==> src/rtl/tank_gfx_pkg.sv <==
// rtl/tank_gfx_pkg.sv - shared tile geometry, colour and coordinate definitions
// Purpose: constants and types shared by the VGA timing block and tile fetchers.
// Contents: tile size, ROM address width, animation frame count/period,
//           transparent colour code, screen coordinate type, tile address helper.
package tank_gfx_pkg;

  localparam int COORD_W     = 10;
  localparam int TILE_W      = 40;
  localparam int TILE_H      = 40;
  localparam int ADDR_W      = 11;
  localparam int LOC_W       = 6;
  localparam int NUM_FRAMES  = 2;
  localparam int ANIM_PERIOD = 30;
  localparam int SEL_W       = (NUM_FRAMES > 1) ? $clog2(NUM_FRAMES) : 1;

  localparam logic [7:0] TRANSP = 8'h00;

  typedef logic [COORD_W-1:0] coord_t;

  // Row-major tile address; the row stride of 40 is built as 32 + 8 so the
  // stage needs only an adder.
  function automatic logic [ADDR_W-1:0] tile_addr(input logic [LOC_W-1:0] lx,
                                                  input logic [LOC_W-1:0] ly);
    return (ADDR_W'(ly) << 5) + (ADDR_W'(ly) << 3) + ADDR_W'(lx);
  endfunction

endpackage

==> src/rtl/water_tile_fetch_anim_seq.sv <==
// rtl/water_tile_fetch_anim_seq.sv - animation frame sequencer driven by frame ticks
// Purpose: counts frame ticks and advances the animation frame index every
//          PERIOD ticks, wrapping after FRAMES frames.
// Ports: clk, rst (sync active-high), tick (one per video frame),
//        sel (current animation frame index, registered).
module anim_seq #(
  parameter int PERIOD = 30,
  parameter int FRAMES = 2,
  parameter int SEL_W  = 1
) (
  input  logic             clk,
  input  logic             rst,
  input  logic             tick,
  output logic [SEL_W-1:0] sel
);

  localparam int CNT_W = (PERIOD > 1) ? $clog2(PERIOD) : 1;

  logic [CNT_W-1:0] r_cnt;
  logic [SEL_W-1:0] r_sel;

  always_ff @(posedge clk) begin
    if (rst) begin
      r_cnt <= '0;
      r_sel <= '0;
    end else if (tick) begin
      if (r_cnt == CNT_W'(PERIOD - 1)) begin
        r_cnt <= '0;
        r_sel <= (r_sel == SEL_W'(FRAMES - 1)) ? '0 : r_sel + 1'b1;
      end else begin
        r_cnt <= r_cnt + 1'b1;
      end
    end
  end

  assign sel = r_sel;

endmodule

==> src/rtl/water_tile_fetch.sv <==
// rtl/water_tile_fetch.sv - water tile ROM address/colour pipeline with animation
// Purpose: 3-stage pixel pipeline: in-box test and local coordinates, ROM
//          address, then colour/hit registration; plus animation frame select.
// Ports: clk, rst (sync active-high); pix_valid/pix_x/pix_y current pixel;
//        tile_x/tile_y tile origin; frame_tick per-frame pulse;
//        rom_addr/rom_sel to tile ROMs, rom_data back;
//        pix_out_valid/pix_hit/pix_out to the compositor.
module water_tile_fetch
  import tank_gfx_pkg::*;
(
  input  logic              clk,
  input  logic              rst,
  input  logic              pix_valid,
  input  coord_t            pix_x,
  input  coord_t            pix_y,
  input  coord_t            tile_x,
  input  coord_t            tile_y,
  input  logic              frame_tick,
  output logic [ADDR_W-1:0] rom_addr,
  output logic [SEL_W-1:0]  rom_sel,
  input  logic [7:0]        rom_data,
  output logic              pix_out_valid,
  output logic              pix_hit,
  output logic [7:0]        pix_out
);

  // One extra bit so a tile near the right/bottom screen edge does not wrap.
  localparam logic [COORD_W:0] W_EXT = (COORD_W+1)'(TILE_W);
  localparam logic [COORD_W:0] H_EXT = (COORD_W+1)'(TILE_H);

  logic [COORD_W:0] w_x_end;
  logic [COORD_W:0] w_y_end;
  logic             w_inbox;
  logic             w_hit_next;

  logic              r_v1, r_inbox1;
  logic [LOC_W-1:0]  r_lx, r_ly;
  logic              r_v2, r_inbox2;
  logic [ADDR_W-1:0] r_rom_addr;
  logic              r_out_valid, r_hit;
  logic [7:0]        r_out;

  assign w_x_end = {1'b0, tile_x} + W_EXT;
  assign w_y_end = {1'b0, tile_y} + H_EXT;
  assign w_inbox = (pix_x >= tile_x) && ({1'b0, pix_x} < w_x_end) &&
                   (pix_y >= tile_y) && ({1'b0, pix_y} < w_y_end);

  assign w_hit_next = r_v2 && r_inbox2 && (rom_data != TRANSP);

  always_ff @(posedge clk) begin
    if (rst) begin
      r_v1        <= 1'b0;
      r_inbox1    <= 1'b0;
      r_lx        <= '0;
      r_ly        <= '0;
      r_v2        <= 1'b0;
      r_inbox2    <= 1'b0;
      r_rom_addr  <= '0;
      r_out_valid <= 1'b0;
      r_hit       <= 1'b0;
      r_out       <= '0;
    end else begin
      // Stage 1
      r_v1     <= pix_valid;
      r_inbox1 <= pix_valid && w_inbox;
      r_lx     <= LOC_W'(pix_x - tile_x);
      r_ly     <= LOC_W'(pix_y - tile_y);
      // Stage 2: address only moves for valid pixels
      if (r_v1) begin
        r_rom_addr <= r_inbox1 ? tile_addr(r_lx, r_ly) : '0;
      end
      r_v2     <= r_v1;
      r_inbox2 <= r_inbox1;
      // Stage 3
      r_out_valid <= r_v2;
      r_hit       <= w_hit_next;
      r_out       <= w_hit_next ? rom_data : 8'h00;
    end
  end

  anim_seq #(
    .PERIOD (ANIM_PERIOD),
    .FRAMES (NUM_FRAMES),
    .SEL_W  (SEL_W)
  ) u_anim_seq (
    .clk  (clk),
    .rst  (rst),
    .tick (frame_tick),
    .sel  (rom_sel)
  );

  assign rom_addr      = r_rom_addr;
  assign pix_out_valid = r_out_valid;
  assign pix_hit       = r_hit;
  assign pix_out       = r_out;

endmodule

==> config.mk <==
export PLATFORM = sky130hd
export DESIGN_NAME = water_tile_fetch
export DESIGN_NICKNAME = d
export VERILOG_FILES = /design/src/rtl/tank_gfx_pkg.sv /design/src/rtl/water_tile_fetch_anim_seq.sv /design/src/rtl/water_tile_fetch.sv
export SDC_FILE = /design/constraint.sdc
export NUM_CORES = 1
export LEC_CHECK = 0
export ABC_AREA = 1
export CORE_ASPECT_RATIO = 0.7
export CORE_MARGIN = 1.5
export CORE_UTILIZATION = 35
export CTS_CLUSTER_SIZE = 20
export DETAILED_ROUTE_END_ITERATION = 6
export PLACE_DENSITY_LB_ADDON = 0.1
export SLEW_MARGIN = 10
export SYNTH_ARGS = -nofsm -noshare
export SYNTH_HDL_FRONTEND = slang
export SYNTH_SLANG_ARGS = --single-unit
==> constraint.sdc <==
create_clock -name clk -period 6.1 [get_ports clk]
set_input_delay 1.22 -clock clk [delete_from_list [all_inputs] [get_ports clk]]
set_output_delay 1.22 -clock clk [all_outputs]
set_load 0.05 [all_outputs]
# Word-level counts from Yosys, hierarchy flattened
# Cells that the tools add are included.
# totals
input_bits,52
output_inout_bits,22
ff_bits,43
word_cells,38
# classes
bitwise,1
eq_ne,1
n_addsub,8
mux,3
n_reduce_logical,9
n_lt_le_gt_ge,4
# ops
op,n
10-bit by 6-bit adder with 11-bit output (second input constant),2
10-bit by 11-bit < comparator with 1-bit output,2
10-bit greater-or-equal comparator,2
6-bit subtractor,2
11-bit by 6-bit adder with 11-bit output,1
11-bit by 9-bit adder with 11-bit output,1
11-bit 2-to-1 mux,1
8-bit nonzero test,1
1-bit logical AND,6
5-bit by 1-bit adder with 5-bit output (second input constant),1
5-bit == test (second input constant),1
5-bit 2-to-1 mux,1
2-bit AND reduction,1
2-bit OR reduction,1
1-bit adder (second input constant),1
1-bit 2-to-1 mux,1
1-bit NOT,1

# Depth between registers and ports, before layout
# depth
ltp_word,6
depth_mapped,12
depth_no_buf,12

# Hierarchy
# Synthesis repeated with hierarchy kept, for this count alone.
# hier_totals
hier_cells,419
hier_area_um2,3037.9
# by_module_without_submodules
module,seq_area_each_um2,cells_each,area_each_um2,n_inst
water_tile_fetch,740.7,380,2740.1,1
anim_seq,120.1,39,297.8,1

# Worst setup path after synthesis
# Ideal clock, no wire load.
# synth_path
path_kind,input -> register
start,input tile_y[3]
end,register r_inbox1
path_buffers,0
arrival_time_ps,2636
required_ps,6027
setup_slack_ps,3391
setup_time_ps,73
stages,12
path_cell_list,ha_1 or2_2 nand3_1 xor2_1 ha_1 nand3_1 nand3_1 nand2_1 nand2_1 nor2_1 nand3_1 nor3_2
# synth_via
elab_chain_cells,4
word_cells_on_any_way,6
classes_between,add/sub (1); order compare (2); reduce/logical (3)
# synth_lines
element,line,rtl
from (decl),water_tile_fetch.sv:17,"input coord_t tile_y,"
10-bit by 6-bit adder with 11-bit output / 10-bit greater-or-equal comparator (equally long branches),"water_tile_fetch.sv:44, water_tile_fetch.sv:46",
10-bit by 11-bit < comparator with 1-bit output / 1-bit logical AND (equally long branches),"water_tile_fetch.sv:46, water_tile_fetch.sv:45",
1-bit logical AND (*),water_tile_fetch.sv:46,"(pix_y >= tile_y) && ({1'b0, pix_y} < w_y_end);"
1-bit logical AND (*),water_tile_fetch.sv:65,r_inbox1 <= pix_valid && w_inbox;
to (signal assigned),water_tile_fetch.sv:65,
to (decl),water_tile_fetch.sv:36,"logic r_v1, r_inbox1;"
# Every way passes the cells marked *; elsewhere a longest branch is shown, timed or not.
# A chain may end at the register's enable or synchronous reset.

# Worst setup path after layout
# Ends and elaborated chain as after synthesis.

==> flow_summary.toml <==
[status]
status = "finished clean"

[yosys]
synth_edf_count = 0
synthFlopType = "dfxtp_1"
synth_compound_area_share_pct = 9.409
synth_common_cells = "nand2_1 (86), inv_1 (69), ha_1 (49)"
synthesis.area_um2 = 3005
yosys_warnings = 0
syn_nets = 518
yosys.area_share.simple_pct = 25.52
ys_async_sr_fraction_pct = 0
synthMuxAreaShare_pct = 0
synth_top_family_by_area = "simple AND/OR/NAND/NOR gates"
yosys.area.top_type = "dfxtp_1"
yosysMostFrequentCell = "nand2_1"
seq_area_frac_synth_pct = 28.64
synthDistinctLibCells = 30
syn_inst = 413
synth_xor_area_share_pct = 4.080
synth_top_cell_area_share_pct = 28.64
synthTopCellsByArea = "dfxtp_1 (29%), ha_1 (20%), nand2_1 (11%)"
synth-seq-cells = 43
avgSynthCellArea_um2 = 7.277
synth_adder_area_share_pct = 23.06

[routing]
wire_per_inst_um = 10.93
wl_met3_um = 283
drt-vias-per-instance = 4.569
vias = 2723
drt_iter0_markers = 78
firstDrtPassIters = 4
drcViolationCount = 0
dr.max_layer_used = "met3"
ant_nets = 0
wl_um = 6517
wl_met2_um = 2677
met1_length_um = 3557

[timing]
setup_tns_ns = 0
finalSetupViolations = 0
worst_pin_slew_ns = 0.8469
hold_viol = 0
clock.fmax_ghz = 0.3258
min_period_ns = 3.069
rsz0062_at_grt = "no"
skew_ns = 0.002557
finalMaxSlewViolations = 0
maxSlewHeadroom_pct = 43.36
post-route-period-util_pct = 50.31

[clock_network]
cts_hold_buffers = 0
clk_latency_ns = 0.28
cts_tree = "done"
htree_levels = 2
post_cts_buffers = 0
cts.root.buffer_cell = "clkbuf_16"
cts_buffer_depth = 2
clock-sinks = 43
tritoncts.num_buffers = 5
clkTransAtPathRegs_ns = 0.06
ctsResizeCount = 0

[power]
total_power_uw = 806.7
ir_drop_mv = 0.1425
power_per_cell_area_nw_per_um2 = 200.5
p_leak_uw = 0.001954

[cells_and_area]
final_area_um2 = 4024
fillers = 839
multi_input_area_um2 = 1866
fin_nets = 595
regArea_um2 = 860.8
syn_to_final_growth_pct = 33.89
drive_gt1_share_pct = 3.055
n_antenna_cell = 0

[placed_design]
numPortBuffers = 73
post-dp-hpwl_um = 5417
gp_congestion = 0.7802
place_area_um2 = 3855

[critical_path]
end_kind = "flop"
critPathMaxFanout = 4
start_kind = "input pin"
critPathKind = "in2reg"
cp.required_ns = 6.31
arrival_ns = 3.28

[global_routing]
antenna_found_initial = 0
grt_pass1_vias = 2577
grt_max_degree = 24
grt.total_usage_pct = 15.33
grt_pass1_wl_um = 11390
overflow = 0

[flow_run]
max_cap_viol_count = 0

[die]
dieHeight_um = 80.53
die_area_um2 = 9161
io-pin-count = 74
initial_core_util_pct = 35.74
die_w_um = 113.8
rows = 28
core_um2 = 8408

[min_path]
worstHoldPathType = "reg2reg"
-- worst max-delay path: stages --
cell and delay (ns):
clkdlybuf4s50_1 0.48, ha_1 0.26, or2_2 0.29, nand3_1 0.08
xor2_1 0.15, ha_1 0.27, nand3_1 0.09, nand3_1 0.07
nand2_1 0.06, nand2_1 0.05, nor2_1 0.08, nand3_1 0.08
nor3_2 0.10
-- logic make-up after synthesis --
family | Yosys count
adder cells (fa/ha/maj) | 53
XOR/XNOR | 14
AND/OR/NAND/NOR | 177
AO/OA/AOI/OAI | 52
buffers and inverters | 74
flip-flops | 43
-- layout by cell type, fill, tap and decap left out, drive strengths merged, types with 10 or more instances in the layout --
cell           netlist  layout
a21oi               35      35
ha                  49      49
clkdlybuf4s50        0      73
xor2                14      14
nand2               86      86
inv                 70      70
dfxtp               43      43
nor2                42      42
nand3               25      25
o21ai               10      10
-- worst paths after layout --
path	start	end	slack [ns]	depth (start not counted)
setup reg to reg	r_lx[5]	rom_addr[8]	3.98	9
hold / removal	r_v2	pix_out_valid	0.42	2
hold reg to reg	r_v2	pix_out_valid	0.42	2
setup / recovery	tile_y[3]	r_inbox1	3.03	13
-- layout make-up --
type                       instances  share of cell area (%)
clock inverter                     3                   1.088
tap                              105                   3.265
multi-input combinational        296                   46.36
inverter                          71                   6.623
clock buffer                       5                   3.109
timing repair buffer              73                   18.16
sequential                        43                   21.39
-- routing by layer --
layer	vias to the layer above	track usage (%)
li1	1486	-
met2	45	23.73
met3	0	3.623
met1	1192	21.96
met4	0	2.250
met5	-	0
-- registers in the layout (all words and copies together) (netlist names) --
name	count
rom_addr	11
pix_out	8
r_lx	6
r_ly	6
u_anim_seq.r_cnt	5
pix_hit	1
pix_out_valid	1
r_inbox1	1
r_inbox2	1
r_v1	1
r_v2	1
u_anim_seq.sel	1
-- through the flow --
stage	hold slack (ns)	util, %	setup WS (ns)	std cells
after floorplan	0.3999	-	3.391	413
after global placement	0.4176	45.85	2.773	588
after detailed placement	0.4114	45.85	2.747	588
after CTS	0.4236	47.86	3.027	596
after global routing	0.4505	47.86	2.829	596
final	0.4216	47.86	3.031	596
-- power by group --
| part | switching, µW | internal [µW] | total, µW | leakage, µW |
|---|---|---|---|---|
| Combinational | 113 | 97.7 | 211 | 0.00152 |
| Sequential | 6.49 | 292 | 299 | 0.000351 |
| Clock | 104 | 193 | 297 | 0.0000838 |
(Power assumes the default switching activity.)
